`src/rtl/mult_arbiter.sv`:
```
// One signed multiplier shared by N_REQ requesters: round-robin grant, operands
// captured on the grant edge, shifted/truncated product returned two cycles later.
module mult_arbiter #(
    parameter int N_REQ = 4,
    parameter int W     = 16,
    parameter int SHIFT = 4
) (
    input  logic               clk,
    input  logic               reset,
    input  logic [N_REQ-1:0]   req,
    input  logic [N_REQ*W-1:0] a_flat,
    input  logic [N_REQ*W-1:0] b_flat,
    output logic [N_REQ-1:0]   gnt,
    output logic [N_REQ-1:0]   res_valid,
    output logic [W-1:0]       res,
    output logic [15:0]        stall_cnt
);
    localparam int PW = (N_REQ > 1) ? $clog2(N_REQ) : 1;

    typedef struct packed {
        logic [W-1:0]  a;
        logic [W-1:0]  b;
        logic [PW-1:0] id;
    } op_t;

    logic [N_REQ-1:0][W-1:0] a_arr, b_arr;
    logic [PW-1:0]           ptr, gidx;
    logic                    found;
    op_t                     s1;
    logic                    s1_v;
    logic signed [2*W-1:0]   prod, prod_sh;

    assign a_arr = a_flat;
    assign b_arr = b_flat;

    // Rotating priority search starting at ptr; reset masks every grant.
    always_comb begin
        int idx;
        found = 1'b0;
        gidx  = '0;
        gnt   = '0;
        for (int k = 0; k < N_REQ; k++) begin
            idx = int'(ptr) + k;
            if (idx >= N_REQ) idx = idx - N_REQ;
            if (!found && req[PW'(idx)]) begin
                found = 1'b1;
                gidx  = PW'(idx);
            end
        end
        if (reset) found = 1'b0;
        if (found) gnt[gidx] = 1'b1;
    end

    always_comb begin
        prod    = $signed(s1.a) * $signed(s1.b);
        prod_sh = prod >>> SHIFT;
    end

    always_ff @(posedge clk) begin
        if (reset) begin
            ptr       <= '0;
            s1        <= '0;
            s1_v      <= 1'b0;
            res_valid <= '0;
            res       <= '0;
            stall_cnt <= '0;
        end else begin
            if (found) begin
                ptr   <= (gidx == PW'(N_REQ-1)) ? '0 : gidx + PW'(1);
                s1.a  <= a_arr[gidx];
                s1.b  <= b_arr[gidx];
                s1.id <= gidx;
            end
            s1_v      <= found;
            res_valid <= '0;
            // res only moves with a valid result, so it holds otherwise
            if (s1_v) begin
                res_valid[s1.id] <= 1'b1;
                res              <= prod_sh[W-1:0];
            end
            if (|(req & ~gnt) && stall_cnt != 16'hFFFF)
                stall_cnt <= stall_cnt + 16'd1;
        end
    end
endmodule

```
`config.mk`:
```
export PLATFORM = sky130hd
export DESIGN_NAME = mult_arbiter
export DESIGN_NICKNAME = d
export VERILOG_FILES = /design/src/rtl/mult_arbiter.sv
export SDC_FILE = /design/constraint.sdc
export NUM_CORES = 1
export LEC_CHECK = 0
export ABC_AREA = 1
export BUFFER_PORTS_ARGS = -buffer_cell sky130_fd_sc_hd__buf_2
export CORE_UTILIZATION = 35
export CTS_CLUSTER_DIAMETER = 40
export DETAILED_ROUTE_END_ITERATION = 12
export MAX_ROUTING_LAYER = met4
export PLACE_DENSITY = 0.6
export SYNTH_ARGS = -nofsm -noshare
export SYNTH_HDL_FRONTEND = slang
export SYNTH_SLANG_ARGS = --single-unit
```
`constraint.sdc`:
```
create_clock -name clk -period 7.15 [get_ports clk]
set_input_delay 0.715 -clock clk [delete_from_list [all_inputs] [get_ports clk]]
set_output_delay 0.715 -clock clk [all_outputs]
set_load 0.03 [all_outputs]
```
==> impl_metrics.py, run 1 <==
metrics = {
    "clock_network": {
        "cts_setup_buffers": 0,
        "path_clk_slew_ns": 0.07,
        "cts_max_level": 3,
        "cts_tree": "yes",
        "clk_path_buf_depth": 2,
        "numCtsBuffers": 9,
        "ctsHoldBuffers": 0,
        "clockRootBuffer": "clkbuf_16",
        "cts_resized": 0,
        "clkLatencyLatePin_ns": 0.35,
        "clock_sinks": 73,
    },
    "worst_setup_path": {
        "crit_type": "reg -> reg",
        "reg2reg_from": "s1[4]",
        "arrival_ns": 5.97,
        "critPathLaunchType": "flip-flop",
        "crit_start": "s1[4]",
        "critPathCaptureType": "flip-flop",
        "rr_worst_depth": 18,
        "r2r_slack_ns": 1.41,
        "worstPathRequired_ns": 7.39,
        "path_max_fanout": 17,
        "worstSetupEndpoint": "res[10]",
        "rr_endpoint": "res[10]",
    },
    "cells_and_area": {
        "regArea_um2": 1460,
        "insertedDiodeCount": 0,
        "area_delta_synth_final_pct": 12.1,
        "drive_gt1_frac": 0.128,
        "layout_commonest_cell": "nand2_1",
        "post-route-cell-area_um2": 12300,
        "finish.utilization": 0.401,
        "multiInputGateArea_um2": 7610,
        "finalNetCount": 2094,
        "final_cell_mix": "519 x nand2_1, 399 x inv_1, 173 x buf_2",
        "fillers": 3267,
    },
    "timing": {
        "fmax_ghz": 0.174,
        "fin_tns_setup_ns": 0,
        "clock_skew_ns": 0.0128,
        "hold_violations": 0,
        "relSlewSlack": 0.303,
        "rsz0062_at_grt": "false",
        "period_needed_ns": 5.74,
        "timing.final.crit_share": 0.802,
        "finalWorstSetupSlack_ns": 1.41,
        "max_slew.worst_pin.slew_ns": 1.04,
        "setup_viol": 0,
        "drv_slew": 0,
    },
    "logic_synthesis": {
        "netlist_area_um2": 11000,
        "syn-num-nets": 1987,
        "ys_warn_count": 0,
        "postSynthCellCount": 1647,
        "ys_seq_elements": 73,
        "synthDistinctLibCells": 42,
        "synth-main-ff-cell": "dfxtp_1",
        "ys_seq_area_frac": 0.133,
        "async_reset_ff_frac": 0,
        "synth_edf_count": 0,
        "syn_area_per_cell_um2": 6.65,
    },
    "floorplanning": {
        "core_um2": 30700,
        "die_y_um": 179,
        "num_rows": 64,
        "io_pins": 174,
        "dieArea_um2": 32000,
        "initial_utilization": 0.357,
        "die_x_um": 179,
    },
    "global_routing": {
        "grt_overflow_total": 0,
        "grt_pass1_vias": 9801,
        "antenna_found_initial": 0,
        "grt_pass1_wl_mm": 48.9,
        "grt_max_degree": 94,
        "gr-usage-all-layers": 0.200,
    },
    "worst_hold_path": {
        "min_path_type": "reg -> reg",
    },
    "run_status": {
        "status": "completed",
    },
    "placement": {
        "dpl-instance-area_um2": 12000,
        "post-place-ws_ns": 1.46,
        "gp_congestion": 0.841,
        "hpwl_mm": 23.5,
        "portBuffers": 173,
    },
    "drt": {
        "viasPerCell": 4.63,
        "via_count": 9973,
        "first_pass_iters": 5,
        "routed_wl_mm": 29.2,
        "wl_per_cell_um": 13.5,
        "drt_iter0_markers": 611,
        "drc": 0,
        "postRouteAntennaNets": 0,
    },
    "power": {
        "p_leak_uw": 0.00736,
        "p_per_area_nw_per_um2": 524,
        "peakVddDrop_v": 0.000433,
    },
    "run": {
        "drv_cap": 0,
    },
}
[synth_stat cells (3+ instances only)]
cell type  count  area (um^2)
o21ai_1        3         15.0
fa_1         136         2720
nor2_1        79          297
o211ai_2      10          125
nand4_1       10         62.6
buf_4          4         30.0
clkbuf_1      57          214
xnor2_1       11         96.3
nand2_1      519         1950
buf_2         13         65.1
ha_1          70          876
nor4_1         3         18.8
inv_2          5         18.8
nand2_2        6         37.5
nand3_1       98          490
dfxtp_1       73         1460
inv_1        399         1500
a31oi_1        5         31.3
o21ai_0       45          225
a21oi_1       29          145
nor3_1        10         50.1
nand3_2        3         30.0
buf_6          4         45.0
o211ai_1      19          143
xor2_1        15          131
[report_power, final]
group / internal, uW / switching (uW)
registers: 546 / 372
clock network: 278 / 212
logic: 1800 / 3240
total: 2620 / 3820
[per-stage QoR]
step | hold WS (ns) | std cells | total power, uW
2_1_floorplan | 0.423 | 1647 | 4750
3_3_place_gp | 0.441 | 2139 | 5920
3_5_place_dp | 0.439 | 2139 | 5970
4_1_cts | 0.452 | 2155 | 6490
5_1_grt | 0.491 | 2155 | 7310
6_report | 0.463 | 2155 | 6440
[worst min-delay path by stage]
stage,from,end,slack (ns),cells after the start
floorplan,s1[1],res_valid[1],0.42,1
global placement,s1[1],res_valid[1],0.44,1
finish,s1[1],res_valid[1],0.46,1
detailed placement,s1[1],res_valid[1],0.44,1
CTS,s1[1],res_valid[1],0.45,1
global route,s1[1],res_valid[1],0.49,1
[cells by family after synthesis]
family / after synthesis / share of synthesized area
compound gates: 122 / 0.0717
xor+xnor: 26 / 0.0208
fa+ha+maj: 206 / 0.328
buf+inv: 485 / 0.172
flops: 73 / 0.133
simple gates: 735 / 0.274
[per-layer routing]
metal  share of wire  track usage  vias to the layer above  wire length [um]
li1                -            -                     5071                 -
met1            0.47        0.266                     4609             13800
met2            0.46        0.323                      273             13500
met3           0.051       0.0242                       20              1470
met4           0.013       0.0434                        0               380
met5               0            -                        -                 0
[sequential cells by signal, summed over array words and instances, names as in the netlist]
signal,cells
ptr,2
res,16
s1_v,1
stall_cnt,16
res_valid,4
s1,34
[critical path, stage by stage, from the launching register on]
cell and delay [ns]:
dfxtp_1 0.79, nand2_1 0.17, fa_1 0.54, fa_1 0.57, fa_1 0.43, fa_1 0.49
inv_1 0.05, fa_1 0.53, inv_1 0.05, fa_1 0.52, inv_1 0.04, ha_1 0.36
a21oi_1 0.27, o21ai_0 0.17, a21oi_1 0.20, a21oi_1 0.09, nand3b_1 0.15, o211ai_1 0.12
inv_1 0.06
[cell type report]
type / count / area share
clock inverters: 7 / 0.00692
flip-flops and latches: 73 / 0.119
multi-input cells: 1089 / 0.619
repair buffers: 175 / 0.0717
well taps: 396 / 0.0403
inverters: 406 / 0.124
clock buffers: 9 / 0.0183
No activity file was read; power rests on OpenSTA's default activity.
==> run 2: changes to the inputs <==
--- a/config.mk
+++ b/config.mk
@@ -11,7 +11,7 @@
 export CTS_CLUSTER_DIAMETER = 40
 export DETAILED_ROUTE_END_ITERATION = 12
 export MAX_ROUTING_LAYER = met4
-export PLACE_DENSITY = 0.6
+export PLACE_DENSITY = 0.62
 export SYNTH_ARGS = -nofsm -noshare
 export SYNTH_HDL_FRONTEND = slang
 export SYNTH_SLANG_ARGS = --single-unit
==> constraint.sdc (replaced) <==
create_clock -name clk -period 4.6 [get_ports clk]
set_input_delay 0.46 -clock clk [delete_from_list [all_inputs] [get_ports clk]]
set_output_delay 0.46 -clock clk [all_outputs]
set_load 0.03 [all_outputs]
==> run 2 against run 1 <==
Sequential share of layout area decreased by 0.89 points. The run now ends with negative setup slack left. Global-route usage grew 1.6 points. Highest routed layer unchanged. Largest cell class unchanged. Via count rose by 6.5%. Sequential cell count is the same.
==> impl_metrics.py, run 2 (synthesis gave the netlist of run 1 again) <==
metrics = {
    "timing": {
        "period_needed_ns": 5.01,
        "clock_skew_ns": 0.0219,
        "whs_ns": 0.416,
        "max_slew.worst_pin.slew_ns": 0.840,
        "fin_tns_setup_ns": -3.11,
        "hold_violations": 0,
        "drv_slew": 0,
        "rsz0062_at_grt": "true",
        "finalWorstSetupSlack_ns": -0.411,
        "fmax_ghz": 0.200,
        "relSlewSlack": 0.437,
        "setup_viol": 11,
        "timing.final.crit_share": 1.09,
    },
    "global_routing": {
        "grt_max_degree": 89,
        "grt_overflow_total": 0,
        "grt_pass1_vias": 10610,
        "gr-usage-all-layers": 0.216,
        "antenna_found_initial": 0,
        "grt_pass1_wl_mm": 52.3,
    },
    "run_status": {
        "status": "complete, but fails checks",
        "violations": "negative setup slack",
    },
    "drt": {
        "wl_met3_mm": 1.49,
        "wl_met1_mm": 14.4,
        "via_count": 10621,
        "routed_wl_mm": 32.4,
        "top_layer": "met4",
        "first_pass_iters": 5,
        "wl_per_cell_um": 14.3,
        "dr_wl_met2_mm": 15.6,
        "postRouteAntennaNets": 0,
        "drt_iter0_markers": 622,
        "drc": 0,
        "viasPerCell": 4.67,
    },
    "worst_setup_path": {
        "path_max_fanout": 4,
        "crit_type": "reg -> reg",
        "critPathCaptureType": "flip-flop",
        "r2r_slack_ns": -0.41,
        "worstPathRequired_ns": 4.85,
        "critPathLaunchType": "flip-flop",
        "arrival_ns": 5.26,
    },
    "clock_network": {
        "clk_path_buf_depth": 2,
        "clkLatencyLatePin_ns": 0.36,
        "path_clk_slew_ns": 0.08,
        "clock_sinks": 73,
        "numCtsBuffers": 9,
        "cts_tree": "yes",
        "ctsHoldBuffers": 0,
        "clockRootBuffer": "clkbuf_16",
        "cts_max_level": 3,
    },
    "placement": {
        "gp_congestion": 0.912,
        "dpl-instance-area_um2": 12900,
        "hpwl_mm": 26.7,
        "portBuffers": 173,
    },
    "floorplanning": {
        "core_um2": 30700,
        "dieArea_um2": 32000,
        "io_pins": 174,
        "die_y_um": 179,
        "num_rows": 64,
        "die_x_um": 179,
        "initial_utilization": 0.357,
    },
    "cells_and_area": {
        "drive_gt1_frac": 0.251,
        "finish.utilization": 0.453,
        "largest_reg_flops": 34,
        "area_delta_synth_final_pct": 26.8,
        "fillers": 3089,
        "insertedDiodeCount": 0,
        "finalNetCount": 2213,
        "regMostFlops": "s1",
        "final_cell_mix": "497 x nand2_1, 372 x inv_1, 173 x buf_2",
        "top_regs": "s1 x34, res x16, stall_cnt x16",
        "layout_commonest_cell": "nand2_1",
        "post-route-cell-area_um2": 13900,
    },
    "worst_hold_path": {
        "min_path_type": "in -> reg",
    },
    "run": {
        "drv_cap": 0,
    },
}
-- run 2: changes by cell type in the layout (fill, tap and decap cells not counted), moves of 12 or more --
cell / previous run / this run
buf_4: 2 / 100
buf_6: 0 / 17
dfxtp_1: 73 / 51
dfxtp_4: 0 / 16
ha_1: 70 / 56
ha_4: 0 / 12
inv_1: 399 / 372
inv_2: 5 / 32
nand2_1: 519 / 497
nand2_2: 6 / 23
o21ai_0: 45 / 33
-- run 2: final timing paths --
kind,to,from,depth (start not counted)
min,s1[14],b_flat[44],5
max reg2reg,res[14],s1[23],21
min reg2reg,res_valid[1],s1[1],1
max,res[14],s1[23],21
-- run 2: critical path, cell delays in order, from the launching register on --
cell	delay (ns)
dfxtp_4	0.37
buf_4	0.13
nand2_2	0.06
inv_2	0.03
fa_1	0.54
inv_2	0.04
fa_2	0.56
fa_2	0.44
fa_1	0.49
inv_1	0.05
fa_1	0.48
inv_1	0.05
fa_1	0.49
inv_2	0.05
ha_4	0.15
buf_4	0.13
a21oi_4	0.17
o21ai_4	0.10
a221oi_2	0.29
a21oi_1	0.10
nor2_1	0.12
nor2_1	0.05
-- run 2: layer usage --
layer,vias up,track usage
met4,0,0.0734
met1,4926,0.270
met3,50,0.0231
li1,5306,-
met2,339,0.361
met5,-,-
-- run 2: metrics by stage --
stage               cells  worst slack (ns)
detailed placement   2243            -0.724
global route         2274            -0.582
CTS                  2266            -0.434
global placement     2243            -0.703
floorplan            1647            -0.322
finish               2274            -0.411
-- run 2: area by class of cell --
class	count	area, um^2	share of cell area
multi-input cells	1089	8160	0.587
repair buffers	294	1870	0.135
flip-flops and latches	73	1530	0.110
inverters	406	1530	0.110
well taps	396	495	0.0357
clock buffers	9	225	0.0162
clock inverters	7	86.3	0.00621
-- run 2: timing repair --
item                       4_1_cts  5_1_grt
setup endpoints to repair       12       13
resized for setup               84       83
pin swaps                       21       34
buffers inserted                 7        8
Power of run 2 is left out: the tool's default activity adds up to more than one toggle a clock period on the data nets, which glitch-free logic cannot reach.
